--- src/rtl/line_engine_if.sv ---
// Command and pixel handshake bundle for line_engine.
// The controller side uses the master modport; the engine uses the slave modport.
interface line_engine_if #(
    parameter int XW      = 10,
    parameter int YW      = 9,
    parameter int COLOR_W = 1
);
    logic               cmd_valid;
    logic               cmd_ready;
    logic [XW-1:0]      x0;
    logic [XW-1:0]      x1;
    logic [YW-1:0]      y0;
    logic [YW-1:0]      y1;
    logic [COLOR_W-1:0] color;
    logic               pix_valid;
    logic               pix_ready;
    logic [XW-1:0]      pix_x;
    logic [YW-1:0]      pix_y;
    logic [COLOR_W-1:0] pix_color;
    logic               busy;
    logic               done;

    modport master (
        output cmd_valid, x0, x1, y0, y1, color, pix_ready,
        input  cmd_ready, pix_valid, pix_x, pix_y, pix_color, busy, done
    );

    modport slave (
        input  cmd_valid, x0, x1, y0, y1, color, pix_ready,
        output cmd_ready, pix_valid, pix_x, pix_y, pix_color, busy, done
    );
endinterface

--- src/rtl/line_engine.sv ---
// Bresenham line rasteriser, all eight octants, one pixel per handshake with backpressure.
// Optional screen clipping is compiled in with `define LINE_ENGINE_CLIP_EN.
module line_engine #(
    parameter int XW      = 10,
    parameter int YW      = 9,
    parameter int COLOR_W = 1,
    parameter int H_RES   = 640,
    parameter int V_RES   = 480
) (
    input  logic         clk,
    input  logic         reset_n,
    line_engine_if.slave bus
);
    localparam int MW = (XW > YW) ? XW : YW;
    localparam int W  = MW + 2;

    localparam logic [1:0] S_IDLE  = 2'd0;
    localparam logic [1:0] S_SETUP = 2'd1;
    localparam logic [1:0] S_DRAW  = 2'd2;
    localparam logic [1:0] S_DONE  = 2'd3;

    logic [1:0]          state_q, state_d;
    logic [XW-1:0]       x0_q, x0_d, x1_q, x1_d, cur_x_q, cur_x_d;
    logic [YW-1:0]       y0_q, y0_d, y1_q, y1_d, cur_y_q, cur_y_d;
    logic [COLOR_W-1:0]  color_q, color_d;
    logic signed [W-1:0] dx_q, dx_d, dy_q, dy_d, err_q, err_d;
    logic                sx_neg_q, sx_neg_d, sy_neg_q, sy_neg_d;

    logic [XW-1:0]       abs_dx;
    logic [YW-1:0]       abs_dy;
    logic signed [W-1:0] e2, err_n;
    logic                at_end, on_screen, advance;

    assign at_end = (cur_x_q == x1_q) && (cur_y_q == y1_q);

`ifdef LINE_ENGINE_CLIP_EN
    localparam logic [XW:0] H_LIM = (XW+1)'(H_RES);
    localparam logic [YW:0] V_LIM = (YW+1)'(V_RES);
    assign on_screen = ({1'b0, cur_x_q} < H_LIM) && ({1'b0, cur_y_q} < V_LIM);
    // Off-screen pixels are never offered, so they retire without waiting for pix_ready.
    assign advance   = on_screen ? bus.pix_ready : 1'b1;
`else
    logic unused_clip_cfg;
    assign unused_clip_cfg = ^{H_RES, V_RES};
    assign on_screen       = 1'b1;
    assign advance         = bus.pix_ready;
`endif

    // NOTE: combinational next-state logic uses blocking '=' with a default for every
    // variable first, so no latches are inferred; flops below use only '<='.
    always_comb begin
        state_d  = state_q;
        x0_d     = x0_q;
        x1_d     = x1_q;
        y0_d     = y0_q;
        y1_d     = y1_q;
        color_d  = color_q;
        cur_x_d  = cur_x_q;
        cur_y_d  = cur_y_q;
        dx_d     = dx_q;
        dy_d     = dy_q;
        err_d    = err_q;
        sx_neg_d = sx_neg_q;
        sy_neg_d = sy_neg_q;
        abs_dx   = '0;
        abs_dy   = '0;
        e2       = '0;
        err_n    = err_q;

        case (state_q)
            S_IDLE: begin
                if (bus.cmd_valid) begin
                    x0_d    = bus.x0;
                    x1_d    = bus.x1;
                    y0_d    = bus.y0;
                    y1_d    = bus.y1;
                    color_d = bus.color;
                    state_d = S_SETUP;
                end
            end
            S_SETUP: begin
                sx_neg_d = (x1_q < x0_q);
                sy_neg_d = (y1_q < y0_q);
                abs_dx   = sx_neg_d ? (x0_q - x1_q) : (x1_q - x0_q);
                abs_dy   = sy_neg_d ? (y0_q - y1_q) : (y1_q - y0_q);
                dx_d     = signed'({{(W-XW){1'b0}}, abs_dx});
                dy_d     = signed'({{(W-YW){1'b0}}, abs_dy});
                err_d    = dx_d - dy_d;
                cur_x_d  = x0_q;
                cur_y_d  = y0_q;
                state_d  = S_DRAW;
            end
            S_DRAW: begin
                if (advance) begin
                    if (at_end) begin
                        state_d = S_DONE;
                    end else begin
                        // Both tests use the pre-step error so diagonal moves stay exact.
                        e2 = err_q <<< 1;
                        if (e2 >= -dy_q) begin
                            err_n   = err_n - dy_q;
                            cur_x_d = sx_neg_q ? (cur_x_q - XW'(1)) : (cur_x_q + XW'(1));
                        end
                        if (e2 <= dx_q) begin
                            err_n   = err_n + dx_q;
                            cur_y_d = sy_neg_q ? (cur_y_q - YW'(1)) : (cur_y_q + YW'(1));
                        end
                        err_d = err_n;
                    end
                end
            end
            S_DONE:  state_d = S_IDLE;
            default: state_d = S_IDLE;
        endcase
    end

    always_ff @(posedge clk) begin
        if (!reset_n) begin
            state_q  <= S_IDLE;
            x0_q     <= '0;
            x1_q     <= '0;
            y0_q     <= '0;
            y1_q     <= '0;
            color_q  <= '0;
            cur_x_q  <= '0;
            cur_y_q  <= '0;
            dx_q     <= '0;
            dy_q     <= '0;
            err_q    <= '0;
            sx_neg_q <= 1'b0;
            sy_neg_q <= 1'b0;
        end else begin
            state_q  <= state_d;
            x0_q     <= x0_d;
            x1_q     <= x1_d;
            y0_q     <= y0_d;
            y1_q     <= y1_d;
            color_q  <= color_d;
            cur_x_q  <= cur_x_d;
            cur_y_q  <= cur_y_d;
            dx_q     <= dx_d;
            dy_q     <= dy_d;
            err_q    <= err_d;
            sx_neg_q <= sx_neg_d;
            sy_neg_q <= sy_neg_d;
        end
    end

    assign bus.cmd_ready = (state_q == S_IDLE);
    assign bus.busy      = (state_q == S_SETUP) || (state_q == S_DRAW);
    assign bus.done      = (state_q == S_DONE);
    assign bus.pix_valid = (state_q == S_DRAW) && on_screen;
    assign bus.pix_x     = cur_x_q;
    assign bus.pix_y     = cur_y_q;
    assign bus.pix_color = color_q;
endmodule

--- src/flat_wrapper.sv ---
// flat-port wrapper written by rule: the top's interface ports become plain ports
module line_engine_flat 
#(
    parameter int XW      = 10,
    parameter int YW      = 9,
    parameter int COLOR_W = 1,
    parameter int H_RES   = 640,
    parameter int V_RES   = 480
)
  (clk, reset_n, bus_cmd_valid, bus_x0, bus_x1, bus_y0, bus_y1, bus_color, bus_pix_ready, bus_cmd_ready, bus_pix_valid, bus_pix_x, bus_pix_y, bus_pix_color, bus_busy, bus_done);
  line_engine_if #(.XW(XW), .YW(YW), .COLOR_W(COLOR_W)) bus_i ();
  input  logic clk;
  input  logic reset_n;
  input wire logic [$bits(bus_i.cmd_valid)-1:0] bus_cmd_valid;
  input wire logic [$bits(bus_i.x0)-1:0] bus_x0;
  input wire logic [$bits(bus_i.x1)-1:0] bus_x1;
  input wire logic [$bits(bus_i.y0)-1:0] bus_y0;
  input wire logic [$bits(bus_i.y1)-1:0] bus_y1;
  input wire logic [$bits(bus_i.color)-1:0] bus_color;
  input wire logic [$bits(bus_i.pix_ready)-1:0] bus_pix_ready;
  output wire logic [$bits(bus_i.cmd_ready)-1:0] bus_cmd_ready;
  output wire logic [$bits(bus_i.pix_valid)-1:0] bus_pix_valid;
  output wire logic [$bits(bus_i.pix_x)-1:0] bus_pix_x;
  output wire logic [$bits(bus_i.pix_y)-1:0] bus_pix_y;
  output wire logic [$bits(bus_i.pix_color)-1:0] bus_pix_color;
  output wire logic [$bits(bus_i.busy)-1:0] bus_busy;
  output wire logic [$bits(bus_i.done)-1:0] bus_done;
  assign bus_i.cmd_valid = bus_cmd_valid;
  assign bus_i.x0 = bus_x0;
  assign bus_i.x1 = bus_x1;
  assign bus_i.y0 = bus_y0;
  assign bus_i.y1 = bus_y1;
  assign bus_i.color = bus_color;
  assign bus_i.pix_ready = bus_pix_ready;
  assign bus_cmd_ready = bus_i.cmd_ready;
  assign bus_pix_valid = bus_i.pix_valid;
  assign bus_pix_x = bus_i.pix_x;
  assign bus_pix_y = bus_i.pix_y;
  assign bus_pix_color = bus_i.pix_color;
  assign bus_busy = bus_i.busy;
  assign bus_done = bus_i.done;
  line_engine #(.XW(XW), .YW(YW), .COLOR_W(COLOR_W), .H_RES(H_RES), .V_RES(V_RES)) u_core (.clk(clk), .reset_n(reset_n), .bus(bus_i));
endmodule
--- config.mk ---
export PLATFORM = sky130hd
export DESIGN_NAME = line_engine_flat
export DESIGN_NICKNAME = d
export VERILOG_FILES = /design/src/rtl/line_engine_if.sv /design/src/rtl/line_engine.sv /design/src/flat_wrapper.sv
export SDC_FILE = /design/constraint.sdc
export NUM_CORES = 1
export LEC_CHECK = 0
export BUFFER_PORTS_ARGS = -buffer_cell sky130_fd_sc_hd__buf_4
export CAP_MARGIN = 0
export CORE_MARGIN = 2
export CORE_UTILIZATION = 25
export DETAILED_ROUTE_END_ITERATION = 10
export GPL_TIMING_DRIVEN = 0
export HOLD_SLACK_MARGIN = 0.12
export PLACE_DENSITY = 0.52
export SLEW_MARGIN = 20
export SYNTH_ARGS = -nofsm -noshare
export SYNTH_HDL_FRONTEND = slang
export SYNTH_SLANG_ARGS = --single-unit
--- constraint.sdc ---
create_clock -name clk -period 5.55 [get_ports clk]
set_input_delay 0.8325 -clock clk [delete_from_list [all_inputs] [get_ports clk]]
set_output_delay 0.8325 -clock clk [all_outputs]
set_load 0.1 [all_outputs]
After elaboration in Yosys (flattened, before gate mapping)
Index checks and enable logic that the tools add are counted.
{ "word_totals": {"ff_bits": 93, "in_bits": 43, "out_inout_bits": 24, "wordCells": 73} }
{ "classes": {"n_addsub": 12, "n_lt_le_gt_ge": 4, "n_eq_ne": 11, "n_mux": 24, "n_reduce_logical": 9} }
{ "op_table": {"columns": ["op", "count"], "rows": [
  ["12-bit 2-to-1 mux", 7],
  ["10-bit 2-to-1 mux", 5],
  ["9-bit 2-to-1 mux", 5],
  ["12-bit case mux with 2 select lines", 1],
  ["10-bit case mux with 2 select lines", 1],
  ["10-bit subtractor", 2],
  ["9-bit case mux with 2 select lines", 1],
  ["9-bit subtractor", 2],
  ["12-bit by 11-bit adder with 12-bit output", 1],
  ["12-bit >= comparator", 1],
  ["12-bit by 11-bit less-or-equal comparator with 1-bit output", 1],
  ["9-bit negation with 12-bit output", 1],
  ["12-bit by 10-bit subtractor with 12-bit output", 1],
  ["10-bit by 9-bit subtractor with 11-bit output", 1],
  ["10-bit by 1-bit adder with 10-bit output (second input constant)", 1],
  ["10-bit equality test", 1],
  ["10-bit less-than comparator", 1],
  ["10-bit by 1-bit subtractor with 10-bit output (second input constant)", 1],
  ["9-bit by 1-bit adder with 9-bit output (second input constant)", 1],
  ["9-bit equality test", 1],
  ["9-bit less-than comparator", 1],
  ["9-bit by 1-bit subtractor with 9-bit output (second input constant)", 1],
  ["2-bit case mux with 4 select lines", 1],
  ["4-bit AND reduction", 2],
  ["other kinds (11)", 19]
]} }

Longest topological paths before layout
Gate-level depths: netlist of run 1.
{ "depth": {"ltp_word": 11, "ltp_mapped": 23, "ltp_nobuf": 22} }

Worst setup path before layout of run 1
OpenSTA, ideal clock, no wires.
{ "synth_path": {"path_type": "reg-to-reg", "from": "register u_core.dy_q[2]", "to": "register u_core.err_q[9]", "setup_ns": 0.137, "t_arrival_ns": 4.343, "required_time_ns": 5.413, "slack_ns": 1.070, "stages_incl_launch_ff": 22, "n_path_buf": 1, "synth_period_minus_slack_ns": 4.480, "path_cell_list": "dfxtp_1 > nor4_1 > nand2_1 > nor3_1 > xnor2_1 > ha_1 > a21o_1 > a21o_1 > o22ai_1 > a21oi_1 > clkbuf_1 > mux2_2 > ha_1 > a21oi_1 > o21ai_0 > a2111oi_0 > o41ai_1 > a21oi_1 > xor2_1 > o22ai_1 > a22oi_1 > o221ai_1"} }
{ "synth_between": {"elab_chain_cells": 11, "elab_cells_between_ends": 12, "classes_between": "add/sub (3); order compare (1); mux (8)"} }
{ "synth_rtl": {"columns": ["element", "line_no", "rtl"], "rows": [
  ["start: declaration", "line_engine.sv:26", "logic signed [W-1:0] dx_q, dx_d, dy_q, dy_d, err_q, err_d;"],
  ["start signal: assignment", "line_engine.sv:142", "dy_q <= dy_d;"],
  ["9-bit negation with 12-bit output", "line_engine.sv:100", "if (e2 >= -dy_q) begin"],
  ["12-bit >= comparator", "line_engine.sv:100", null],
  ["12-bit 2-to-1 mux (*)", "line_engine.sv:100", null],
  ["12-bit 2-to-1 mux (*)", "line_engine.sv:95", "if (at_end) begin"],
  ["12-bit 2-to-1 mux (*)", "line_engine.sv:94", "if (advance) begin"],
  ["12-bit 2-to-1 mux (*)", "line_engine.sv:70", "case (state_q)"],
  ["12-bit by 11-bit adder with 12-bit output", "line_engine.sv:105", "err_n = err_n + dx_q;"],
  ["12-bit 2-to-1 mux (*)", "line_engine.sv:104", "if (e2 <= dx_q) begin"],
  ["12-bit 2-to-1 mux (*)", "line_engine.sv:95", null],
  ["12-bit 2-to-1 mux (*)", "line_engine.sv:94", null],
  ["12-bit case mux with 2 select lines (*)", "line_engine.sv:70", null],
  ["end signal: assignment", "line_engine.sv:143", "err_q <= err_d;"],
  ["end: declaration", "line_engine.sv:26", null]
]} }
Every way passes the cells marked *; elsewhere a longest branch is shown, timed or not. The select of a mux whose other input is x is not followed.
A chain may end at the register's enable or synchronous reset.

Worst setup path after layout of run 1
{ "layout_path": {"from": "register u_core.dy_q[2]", "to": "register u_core.err_q[10]"} }
Same word-level chain as after synthesis.

==> results of run 1 <==
[layout by cell type (no fill, tap or decap), types with 19 or more instances in the layout]
cell type	count
sky130_fd_sc_hd__a21oi_1	76
sky130_fd_sc_hd__inv_1	89
sky130_fd_sc_hd__o21ai_0	58
sky130_fd_sc_hd__nor2_1	58
sky130_fd_sc_hd__mux2_2	19
sky130_fd_sc_hd__clkbuf_1	36
sky130_fd_sc_hd__dfxtp_1	92
sky130_fd_sc_hd__nand2_1	116
sky130_fd_sc_hd__nor2b_1	19
sky130_fd_sc_hd__ha_1	103
sky130_fd_sc_hd__xnor2_1	56
sky130_fd_sc_hd__buf_4	66
sky130_fd_sc_hd__a21boi_0	23
sky130_fd_sc_hd__a21o_1	25
sky130_fd_sc_hd__mux2i_1	29
[synth_stat cells (all sizes together), types with 17 or more instances]
cell,n
a211oi,17
inv,89
xnor2,56
nor3,17
nor2b,19
mux2,21
dfxtp,92
ha,103
a21boi,23
a21o,25
o21ai,58
a21oi,77
nand2,117
mux2i,29
clkbuf,35
nor2,58
[registers in the layout (all words and copies together) (netlist names), 9 cells and up]
signal	cells
u_core.bus.pix_y	9
u_core.x1_q	10
u_core.bus.pix_x	10
u_core.dy_q	9
u_core.dx_q	10
u_core.y0_q	9
u_core.err_q	11
u_core.x0_q	10
u_core.y1_q	9
[worst max-delay path: cells and delay by family, from the launching register on]
family                   cells  cell delay [ns]
AO/OA/AOI/OAI               11             1.94
AND/OR/NAND/NOR              4             1.04
adder cells (fa/ha/maj)      3             0.96
flip-flops                   1             0.35
XOR/XNOR                     1             0.25
buffers and inverters        1             0.24
multiplexers                 1             0.17
[per-stage QoR]
step | instances | setup WS [ns] | hold slack [ns] | instance area, um^2 | util, %
final | 1487 | 0.4533 | 0.4629 | 9285 | 29.43
after global routing | 1487 | 0.08371 | 0.4772 | 9285 | 29.43
after CTS | 1487 | 0.05093 | 0.4620 | 9274 | 29.39
after detailed placement | 1472 | 0.07252 | 0.4523 | 8990 | 28.49
after global placement | 1472 | 0.04176 | 0.4466 | 8990 | 28.49
after floorplan | 1004 | 1.070 | 0.4363 | 7991 | -
[logic make-up after synthesis]
group,count (synthesis)
muxes,50
AOI/OAI and AO/OA,268
buffers and inverters,130
and+or+nand+nor,280
adders and majority gates,112
xor gates and xnor gates,72
DFF,92
[worst max-delay path by stage]
stage                                                to  cells after the start                        start
after floorplan            u_core.err_q[9]$_SDFFE_PN0P_                     21  u_core.dy_q[2]$_SDFFE_PN0P_
after global placement     u_core.err_q[9]$_SDFFE_PN0P_                     20  u_core.dy_q[2]$_SDFFE_PN0P_
after detailed placement   u_core.err_q[9]$_SDFFE_PN0P_                     20  u_core.dy_q[2]$_SDFFE_PN0P_
after CTS                  u_core.err_q[9]$_SDFFE_PN0P_                     20  u_core.dy_q[2]$_SDFFE_PN0P_
after global routing      u_core.err_q[10]$_SDFFE_PN0P_                     21  u_core.dy_q[2]$_SDFFE_PN0P_
final                     u_core.err_q[10]$_SDFFE_PN0P_                     21  u_core.dy_q[2]$_SDFFE_PN0P_
[final cells by class]
| type | instances | share of cell area [%] |
|---|---|---|
| multi-input combinational | 782 | 60.99 |
| clock inverter | 4 | 0.5525 |
| inverter | 89 | 3.598 |
| sequential | 92 | 19.84 |
| tap | 402 | 5.417 |
| buffer | 41 | 1.765 |
| clock buffer | 11 | 2.506 |
| timing repair buffer | 66 | 5.336 |
[metal layers]
layer  up-vias  global-route usage [%]  share of wire, %
li1       3662                       -                 -
met1      3350                   19.83                48
met4         0                   4.704               2.0
met3        25                   1.410               3.1
met2       124                   25.83                47
met5         -                       0                 0
==> impl_metrics.json, run 1 <==
{
  "dr_total_vias": 7161,
  "timing.fmax_mhz": 196.2,
  "post_detailed_route_wirelength_per_cell_um": 16.80,
  "final_period_minus_worst_setup_slack_ns": 5.097,
  "synth-async-reset-ratio_pct": 0,
  "cts.reportedPaths.clkPinSlew_ns": 0.07,
  "setup_violations": 0,
  "place_hpwl_mm": 20.17,
  "ys_types": 56,
  "grt_start_max_net_pins": 15,
  "post_synth_xor_area_fraction_pct": 7.891,
  "port-buffer-count": 66,
  "track_usage_pct": 15.00,
  "rsz0062_at_grt": "no",
  "root_buffer": "sky130_fd_sc_hd__clkbuf_16",
  "post_cts_sizing_count": 0,
  "post-route-drc-count": 0,
  "ff2ff_path_depth": 21,
  "hold_path_startpoint": "u_core.y0_q[8]$_SDFFE_PN0P_",
  "synth.cell_area_um2": 7991,
  "synth_compound_area_share_pct": 21.65,
  "die_area_um2": 33410,
  "antenna_left": 0,
  "numClockSinks": 92,
  "antenna_found_initial": 0,
  "tritoncts": "yes",
  "core.rowCount": 65,
  "critical_path.max_fanout": 10,
  "cap_violations": 0,
  "grt_overflow": 0,
  "core_area_um2": 31560,
  "synth_enable_flop_cells": 0,
  "grt_pass1_wl_mm": 38.76,
  "layout.filler_cells": 3451,
  "synth-warning-count": 0,
  "timing.rr.start": "u_core.dy_q[2]$_SDFFE_PN0P_",
  "vias_per_cell": 4.816,
  "muxShareOfSynthArea_pct": 6.685,
  "chip_height_um": 182.8,
  "synth_area_leaders": "sky130_fd_sc_hd__dfxtp_1 23%, sky130_fd_sc_hd__ha_1 16%, sky130_fd_sc_hd__xnor2_1 6.1%, sky130_fd_sc_hd__nand2_1 5.4%, sky130_fd_sc_hd__a21oi_1 4.8%",
  "slowest_delay_ns": 0.42,
  "clock_skew_ns": 0.009043,
  "max_slew.worst_pin.slew_ns": 0.9833,
  "clkLatencyLatePin_ns": 0.36,
  "hold_viol": 0,
  "clock_buffers_created_by_tritoncts": 9,
  "yosys.area_share.simple_pct": 16.13,
  "worst_flop_to_flop_path_endpoint": "u_core.err_q[10]$_SDFFE_PN0P_",
  "htree_levels": 3,
  "crit_chain": "nor4_1, nand2_1, nor4_1, ha_1, a21o_1, a21o_1, nor3_1, a21oi_2, clkbuf_2, mux2i_1, ha_1, fa_1, a21oi_1, o21ai_0, o31a_1, o21a_1, o21a_1, o21ai_0, a21oi_1, xnor2_1, o221ai_1",
  "max-slew-margin-rel_pct": 34.45,
  "worst-setup-path-type": "reg -> reg",
  "design.final.nets": 1236,
  "netlist_instances": 1004,
  "floorplan.die.width_um": 182.8,
  "post-route-period-util_pct": 91.83,
  "syn-num-nets": 1159,
  "antennaDiodeCount": 0,
  "postCtsSetupRepairBufs": 0,
  "worstSetupStartpointType": "flop",
  "postSynth.topFlopCell": "sky130_fd_sc_hd__dfxtp_1",
  "syn-mean-instance-area_um2": 7.960,
  "arrival_time_at_the_worst_endpoint_ns": 5.32,
  "synth_fa_ha_area_share_pct": 18.38,
  "slew_viol_final": 0,
  "multi_input_gate_area_um2": 5663,
  "final.setup.tns_ns": 0,
  "hold-path-cell-count": 2,
  "synth_top_family_by_area": "compound AO/OA/AOI/OAI gates",
  "synth_sequential_area_ratio_pct": 23.05,
  "outcome": "complete, no violations",
  "crit_path_end_kind": "flop",
  "firstDrtPassIters": 5,
  "cts_max_path_buffers": 2,
  "cts_hold_repair.buffers": 0,
  "area_growth_syn_to_layout_pct": 16.19,
  "hold_path.class": "reg -> reg",
  "seqCellArea_um2": 1842,
  "first_global_vias": 6882,
  "yosysTopAreaCell": "sky130_fd_sc_hd__dfxtp_1",
  "synth_top_area_share_pct": 23.05,
  "synth.ff_latch_count": 92,
  "place.gp.congestion": 0.8843,
  "timing.hold.worst_endpoint": "u_core.y0_q[8]$_SDFFE_PN0P_",
  "post_route_cells_drive_above_1_share_pct": 10.41,
  "cp_data_required_time_ns": 5.77,
  "cpMaxStageDelayCell": "sky130_fd_sc_hd__fa_1",
  "setup.reg_to_reg.worst_slack_ns": 0.45,
  "start_util_pct": 25.33,
  "finalWirelength_mm": 24.98,
  "initialDrtViolationCount": 293,
  "io_pins": 67
}
Power of run 1 is not shown: default switching activity piles up to over one toggle a cycle in this logic, so the estimate is an artifact.
==> run 2: changes to the inputs <==
Settings changed: RECOVER_POWER from default to 50, SKIP_LAST_GASP from default to 1.
==> impl_metrics.json, run 2 (synthesized netlist as in run 1, its figures left out) <==
{
  "timing.fmax_mhz": 196.4,
  "worst-setup-path-type": "reg -> reg",
  "max_slew.worst_pin.slew_ns": 1.211,
  "arrival_time_at_the_worst_endpoint_ns": 5.32,
  "grt_pass1_wl_mm": 38.76,
  "layout.filler_cells": 3463,
  "post-route-period-util_pct": 91.76,
  "place.gp.congestion": 0.8843,
  "clock_buffers_created_by_tritoncts": 9,
  "dr_total_vias": 7157,
  "hold_path.class": "reg -> reg",
  "initialDrtViolationCount": 341,
  "port-buffer-count": 66,
  "core.rowCount": 65,
  "core_area_um2": 31560,
  "track_usage_pct": 15.00,
  "chip_height_um": 182.8,
  "floorplan.die.width_um": 182.8,
  "gr_util_met3_pct": 1.410,
  "multi_input_gate_area_um2": 5663,
  "post_cts_sizing_count": 0,
  "post_route_cells_drive_above_1_share_pct": 8.295,
  "clkLatencyLatePin_ns": 0.36,
  "grt.met1_usage_pct": 19.83,
  "use_met2_pct": 25.83,
  "max-slew-margin-rel_pct": 19.59,
  "seqCellArea_um2": 1842,
  "crit_path_end_kind": "flop",
  "tritoncts": "yes",
  "cts_hold_repair.buffers": 0,
  "mostFrequentLayoutCell": "sky130_fd_sc_hd__nand2_1",
  "number_of_flip_flops_in_the_largest_register": 11,
  "post_detailed_route_wirelength_per_cell_um": 16.76,
  "rsz0062_at_grt": "no",
  "start_util_pct": 25.33,
  "antennaDiodeCount": 0,
  "area_growth_syn_to_layout_pct": 15.11,
  "cts.reportedPaths.clkPinSlew_ns": 0.07,
  "regMostFlops": "u_core.err_q",
  "critical_path.max_fanout": 10,
  "cap_violations": 0,
  "layout.core_utilization_pct": 29.15,
  "grt_start_max_net_pins": 15,
  "slew_viol_final": 0,
  "io_pins": 67,
  "cp_data_required_time_ns": 5.77,
  "finalWirelength_mm": 24.92,
  "post-route-drc-count": 0,
  "root_buffer": "sky130_fd_sc_hd__clkbuf_16",
  "final.setup.tns_ns": 0,
  "antenna_left": 0,
  "cts_max_path_buffers": 2,
  "first_global_vias": 6882,
  "numClockSinks": 92,
  "postCtsSetupRepairBufs": 0,
  "grt.busiest_layer": "met2",
  "setup_violations": 0,
  "die_area_um2": 33410,
  "antenna_found_initial": 0,
  "grt_overflow": 0,
  "outcome": "complete, no violations",
  "worstSetupStartpointType": "flop",
  "design.final.nets": 1236,
  "vias_per_cell": 4.813,
  "layout_common_cells": "116 x sky130_fd_sc_hd__nand2_1, 103 x sky130_fd_sc_hd__ha_1, 92 x sky130_fd_sc_hd__dfxtp_1",
  "clock_skew_ns": 0.009269,
  "firstDrtPassIters": 5,
  "htree_levels": 3,
  "final_period_minus_worst_setup_slack_ns": 5.093,
  "hold_viol": 0,
  "place_hpwl_mm": 20.17
}
[run 2: cell count changes in the layout (fill, tap and decap cells not counted)]
cell / previous run / this run
sky130_fd_sc_hd__and2_0: 0 / 1
sky130_fd_sc_hd__buf_4: 66 / 43
sky130_fd_sc_hd__buf_1: 4 / 2
sky130_fd_sc_hd__and2_1: 7 / 6
sky130_fd_sc_hd__clkbuf_1: 36 / 61
[run 2: area by class of cell]
type / count / share of cell area, %
clock buffer: 11 / 2.530
tap: 402 / 5.468
sequential: 92 / 20.02
buffer: 41 / 1.782
inverter: 89 / 3.632
multi-input combinational: 782 / 61.56
timing repair buffer: 66 / 4.448
clock inverter: 4 / 0.5577
[run 2: routing by layer]
| layer | vias up | share of wire, % | routed length, um |
|---|---|---|---|
| met4 | 0 | 2.2 | 537 |
| li1 | 3662 | - | - |
| met3 | 30 | 3.1 | 782 |
| met2 | 135 | 47 | 11810 |
| met1 | 3330 | 47 | 11800 |
| met5 | - | 0 | 0 |
[run 2: critical path: stages (launching register included)]
cell and delay (ns):
sky130_fd_sc_hd__dfxtp_1 0.35, sky130_fd_sc_hd__nor4_1 0.38, sky130_fd_sc_hd__nand2_1 0.16, sky130_fd_sc_hd__nor4_1 0.27, sky130_fd_sc_hd__ha_1 0.31, sky130_fd_sc_hd__a21o_1 0.18, sky130_fd_sc_hd__a21o_1 0.18, sky130_fd_sc_hd__nor3_1 0.23
sky130_fd_sc_hd__a21oi_2 0.16, sky130_fd_sc_hd__clkbuf_2 0.24, sky130_fd_sc_hd__mux2i_1 0.17, sky130_fd_sc_hd__ha_1 0.23, sky130_fd_sc_hd__fa_1 0.42, sky130_fd_sc_hd__a21oi_1 0.18, sky130_fd_sc_hd__o21ai_0 0.17, sky130_fd_sc_hd__o31a_1 0.29
sky130_fd_sc_hd__o21a_1 0.19, sky130_fd_sc_hd__o21a_1 0.18, sky130_fd_sc_hd__o21ai_0 0.15, sky130_fd_sc_hd__a21oi_1 0.11, sky130_fd_sc_hd__xnor2_1 0.25, sky130_fd_sc_hd__o221ai_1 0.15
[run 2: through the flow]
| stage | cells | hold slack [ns] | area, um^2 | worst slack, ns |
|---|---|---|---|---|
| 6_report | 1487 | 0.4624 | 9199 | 0.4574 |
| 5_1_grt | 1487 | 0.4748 | 9199 | 0.08371 |
| 3_5_place_dp | 1472 | 0.4523 | 8990 | 0.07252 |
| 3_3_place_gp | 1472 | 0.4466 | 8990 | 0.04176 |
| 4_1_cts | 1487 | 0.4620 | 9274 | 0.05093 |
| 2_1_floorplan | 1004 | 0.4363 | 7991 | 1.070 |
[run 2: worst paths after layout]
| path | cells past startpoint | endpoint | startpoint | slack, ns |
|---|---|---|---|---|
| min | 2 | u_core.y0_q[8]$_SDFFE_PN0P_ | u_core.y0_q[8]$_SDFFE_PN0P_ | 0.46 |
| max reg2reg | 21 | u_core.err_q[10]$_SDFFE_PN0P_ | u_core.dy_q[2]$_SDFFE_PN0P_ | 0.46 |
| min reg2reg | 2 | u_core.y0_q[8]$_SDFFE_PN0P_ | u_core.y0_q[8]$_SDFFE_PN0P_ | 0.46 |
| max | 21 | u_core.err_q[10]$_SDFFE_PN0P_ | u_core.dy_q[2]$_SDFFE_PN0P_ | 0.46 |
Power of run 2 is left out for the same reason.
==> run 3: changes to the inputs <==
Settings changed: ABC_AREA from default to 1.
Clock period 5.55 ns to 5.7 ns, I/O delays scaled along.
==> impl_metrics.json, run 3 <==
{
  "yosysTopAreaCell": "sky130_fd_sc_hd__dfxtp_1",
  "postSynth.topFlopCell": "sky130_fd_sc_hd__dfxtp_1",
  "rsz0062_at_grt": "no",
  "timing.fmax_mhz": 220.2,
  "synth_area_leaders": "sky130_fd_sc_hd__dfxtp_1 22%, sky130_fd_sc_hd__ha_1 15%, sky130_fd_sc_hd__nand2_1 12%, sky130_fd_sc_hd__a21oi_1 8.9%, sky130_fd_sc_hd__inv_1 7.9%",
  "syn-num-nets": 1438,
  "layout_common_cells": "274 x sky130_fd_sc_hd__nand2_1, 178 x sky130_fd_sc_hd__inv_1, 150 x sky130_fd_sc_hd__a21oi_1",
  "synth_top_area_share_pct": 21.85,
  "port-buffer-count": 66,
  "worst_flop_to_flop_path_endpoint": "u_core.err_q[8]$_SDFFE_PN0P_",
  "synth_top_family_by_area": "simple AND/OR/NAND/NOR gates",
  "hold_slack_ns": 0.5112,
  "yosys.area_share.simple_pct": 23.39,
  "vias_per_cell": 4.634,
  "setup_violations": 0,
  "place.gp.congestion": 0.9122,
  "numClockSinks": 92,
  "design.final.nets": 1515,
  "hold_path.class": "reg -> reg",
  "cap_violations": 0,
  "final_period_minus_worst_setup_slack_ns": 4.541,
  "max-slew-margin-rel_pct": 22.55,
  "crit_path_end_kind": "flop",
  "core.rowCount": 67,
  "number_of_flip_flops_in_the_largest_register": 11,
  "netlist_instances": 1283,
  "synth_enable_flop_cells": 0,
  "core_area_um2": 33360,
  "io_pins": 67,
  "worstSetupStartpointType": "flop",
  "cts_hold_repair.buffers": 0,
  "firstDrtPassIters": 4,
  "die_area_um2": 35210,
  "clkLatencyLatePin_ns": 0.36,
  "outcome": "complete, no violations",
  "post_detailed_route_wirelength_per_cell_um": 15.20,
  "grt_pass1_wl_mm": 44.53,
  "track_usage_pct": 15.87,
  "hold-path-cell-count": 2,
  "max_slew.worst_pin.slew_ns": 1.167,
  "clock_skew_ns": 0.01387,
  "post_synth_most_frequent_cells": "274 x sky130_fd_sc_hd__nand2_1, 178 x sky130_fd_sc_hd__inv_1, 150 x sky130_fd_sc_hd__a21oi_1",
  "critical_path.max_fanout": 10,
  "dr_total_vias": 8401,
  "ff2ff_path_depth": 31,
  "synth.ff_latch_count": 92,
  "post-route-drc-count": 0,
  "cts_max_path_buffers": 2,
  "start_util_pct": 25.27,
  "chip_height_um": 187.6,
  "slowest_delay_ns": 0.34,
  "finalWirelength_mm": 27.56,
  "floorplan.die.width_um": 187.6,
  "area_growth_syn_to_layout_pct": 15.21,
  "cp_data_required_time_ns": 5.98,
  "root_buffer": "sky130_fd_sc_hd__clkbuf_16",
  "post-route-period-util_pct": 79.66,
  "antenna_left": 0,
  "timing.hold.worst_endpoint": "u_core.bus.pix_color$_SDFFE_PN0P_",
  "synth_fa_ha_area_share_pct": 17.42,
  "tritoncts": "yes",
  "first_global_vias": 8383,
  "post_cts_sizing_count": 0,
  "synth-async-reset-ratio_pct": 0,
  "clock_buffers_created_by_tritoncts": 9,
  "worst-setup-path-type": "reg -> reg",
  "setup.reg_to_reg.worst_slack_ns": 1.16,
  "grt_overflow": 0,
  "antennaDiodeCount": 0,
  "timing.rr.start": "u_core.dy_q[1]$_SDFFE_PN0P_",
  "post_route_cells_drive_above_1_share_pct": 6.520,
  "synth.cell_area_um2": 8431,
  "synth_compound_area_share_pct": 20.79,
  "grt_start_max_net_pins": 18,
  "ys_types": 41,
  "synth-warning-count": 0,
  "hold_path_startpoint": "u_core.bus.pix_color$_SDFFE_PN0P_",
  "synth_sequential_area_ratio_pct": 21.85,
  "htree_levels": 3,
  "post_synth_xor_area_fraction_pct": 6.441,
  "hold_viol": 0,
  "mostFrequentLayoutCell": "sky130_fd_sc_hd__nand2_1",
  "yosysMostFrequentCell": "sky130_fd_sc_hd__nand2_1",
  "place_hpwl_mm": 22.73,
  "cpMaxStageDelayCell": "sky130_fd_sc_hd__o21ai_0",
  "postCtsSetupRepairBufs": 0,
  "slew_viol_final": 0,
  "initialDrtViolationCount": 484,
  "regMostFlops": "u_core.err_q",
  "cp_common_cell": "sky130_fd_sc_hd__nand2_1",
  "antenna_found_initial": 0,
  "layout.filler_cells": 3850,
  "syn-mean-instance-area_um2": 6.571,
  "cts.reportedPaths.clkPinSlew_ns": 0.07,
  "muxShareOfSynthArea_pct": 0,
  "final.setup.tns_ns": 0,
  "arrival_time_at_the_worst_endpoint_ns": 4.83
}
run 3: cell types whose count changed in the layout (fill, tap and decap cells not counted), moves of 31 or more:
cell | previous run | this run
sky130_fd_sc_hd__a21oi_1 | 76 | 150
sky130_fd_sc_hd__inv_1 | 89 | 178
sky130_fd_sc_hd__nand2_1 | 116 | 274
sky130_fd_sc_hd__nand3_1 | 12 | 61
sky130_fd_sc_hd__o21ai_0 | 58 | 132
sky130_fd_sc_hd__xnor2_1 | 56 | 25
run 3: final cells by class:
cell class	instances	area (um^2)	area share (%)
flip-flops and latches	92	1842	18.96
multi-input cells	972	5737	59.06
inverters	183	686.9	7.072
clock inverters	6	76.32	0.7858
well taps	448	560.5	5.771
plain buffers	36	165.2	1.700
clock buffers	10	229.0	2.357
repair buffers	66	416.7	4.290
run 3: worst max-delay path, delay by kind of cell, from the launching register on:
kind / cells / cell delay, ns
buffers and inverters: 4 / 0.45
DFF: 1 / 0.32
adders and majority gates: 4 / 0.95
AOI/OAI and AO/OA: 4 / 0.63
and+or+nand+nor: 17 / 1.80
xor gates and xnor gates: 2 / 0.31
run 3: worst max path at each step:
stage | from | to | slack (ns) | depth (start not counted)
2_1_floorplan | u_core.dy_q[1]$_SDFFE_PN0P_ | u_core.err_q[8]$_SDFFE_PN0P_ | 1.89 | 31
3_3_place_gp | u_core.dy_q[1]$_SDFFE_PN0P_ | u_core.err_q[8]$_SDFFE_PN0P_ | 1.17 | 31
3_5_place_dp | u_core.dy_q[1]$_SDFFE_PN0P_ | u_core.err_q[8]$_SDFFE_PN0P_ | 1.20 | 29
4_1_cts | u_core.dy_q[1]$_SDFFE_PN0P_ | u_core.err_q[8]$_SDFFE_PN0P_ | 1.15 | 31
5_1_grt | u_core.dy_q[1]$_SDFFE_PN0P_ | u_core.err_q[8]$_SDFFE_PN0P_ | 0.70 | 31
6_report | u_core.dy_q[1]$_SDFFE_PN0P_ | u_core.err_q[8]$_SDFFE_PN0P_ | 1.16 | 31
run 3: cell families (layout without fill, tap and decap cells):
group,count (synthesis),after routing
AND/OR/NAND/NOR,468,468
flip-flops,92,92
adder cells (fa/ha/maj),112,112
XOR/XNOR,62,62
AO/OA/AOI/OAI,330,330
buffers and inverters,219,301
run 3: metal layers:
layer  GRT usage [%]  share of wire [%]  vias to the layer above
li1                -                  -                     4381
met1           21.42                 48                     3822
met2           26.67                 46                      175
met3           2.246                4.3                       23
met4           3.725                1.6                        0
met5               0                  0                        -
run 3: per-stage QoR:
| stage | instances | setup slack (ns) | instance area [um^2] | util [%] |
|---|---|---|---|---|
| after floorplan | 1283 | 1.888 | 8431 | - |
| after global placement | 1797 | 1.171 | 9487 | 28.43 |
| after detailed placement | 1797 | 1.203 | 9487 | 28.43 |
| after CTS | 1813 | 1.151 | 9792 | 29.35 |
| after global routing | 1813 | 0.6956 | 9713 | 29.11 |
| final | 1813 | 1.159 | 9713 | 29.11 |
Power of run 3 is left out for the same reason.
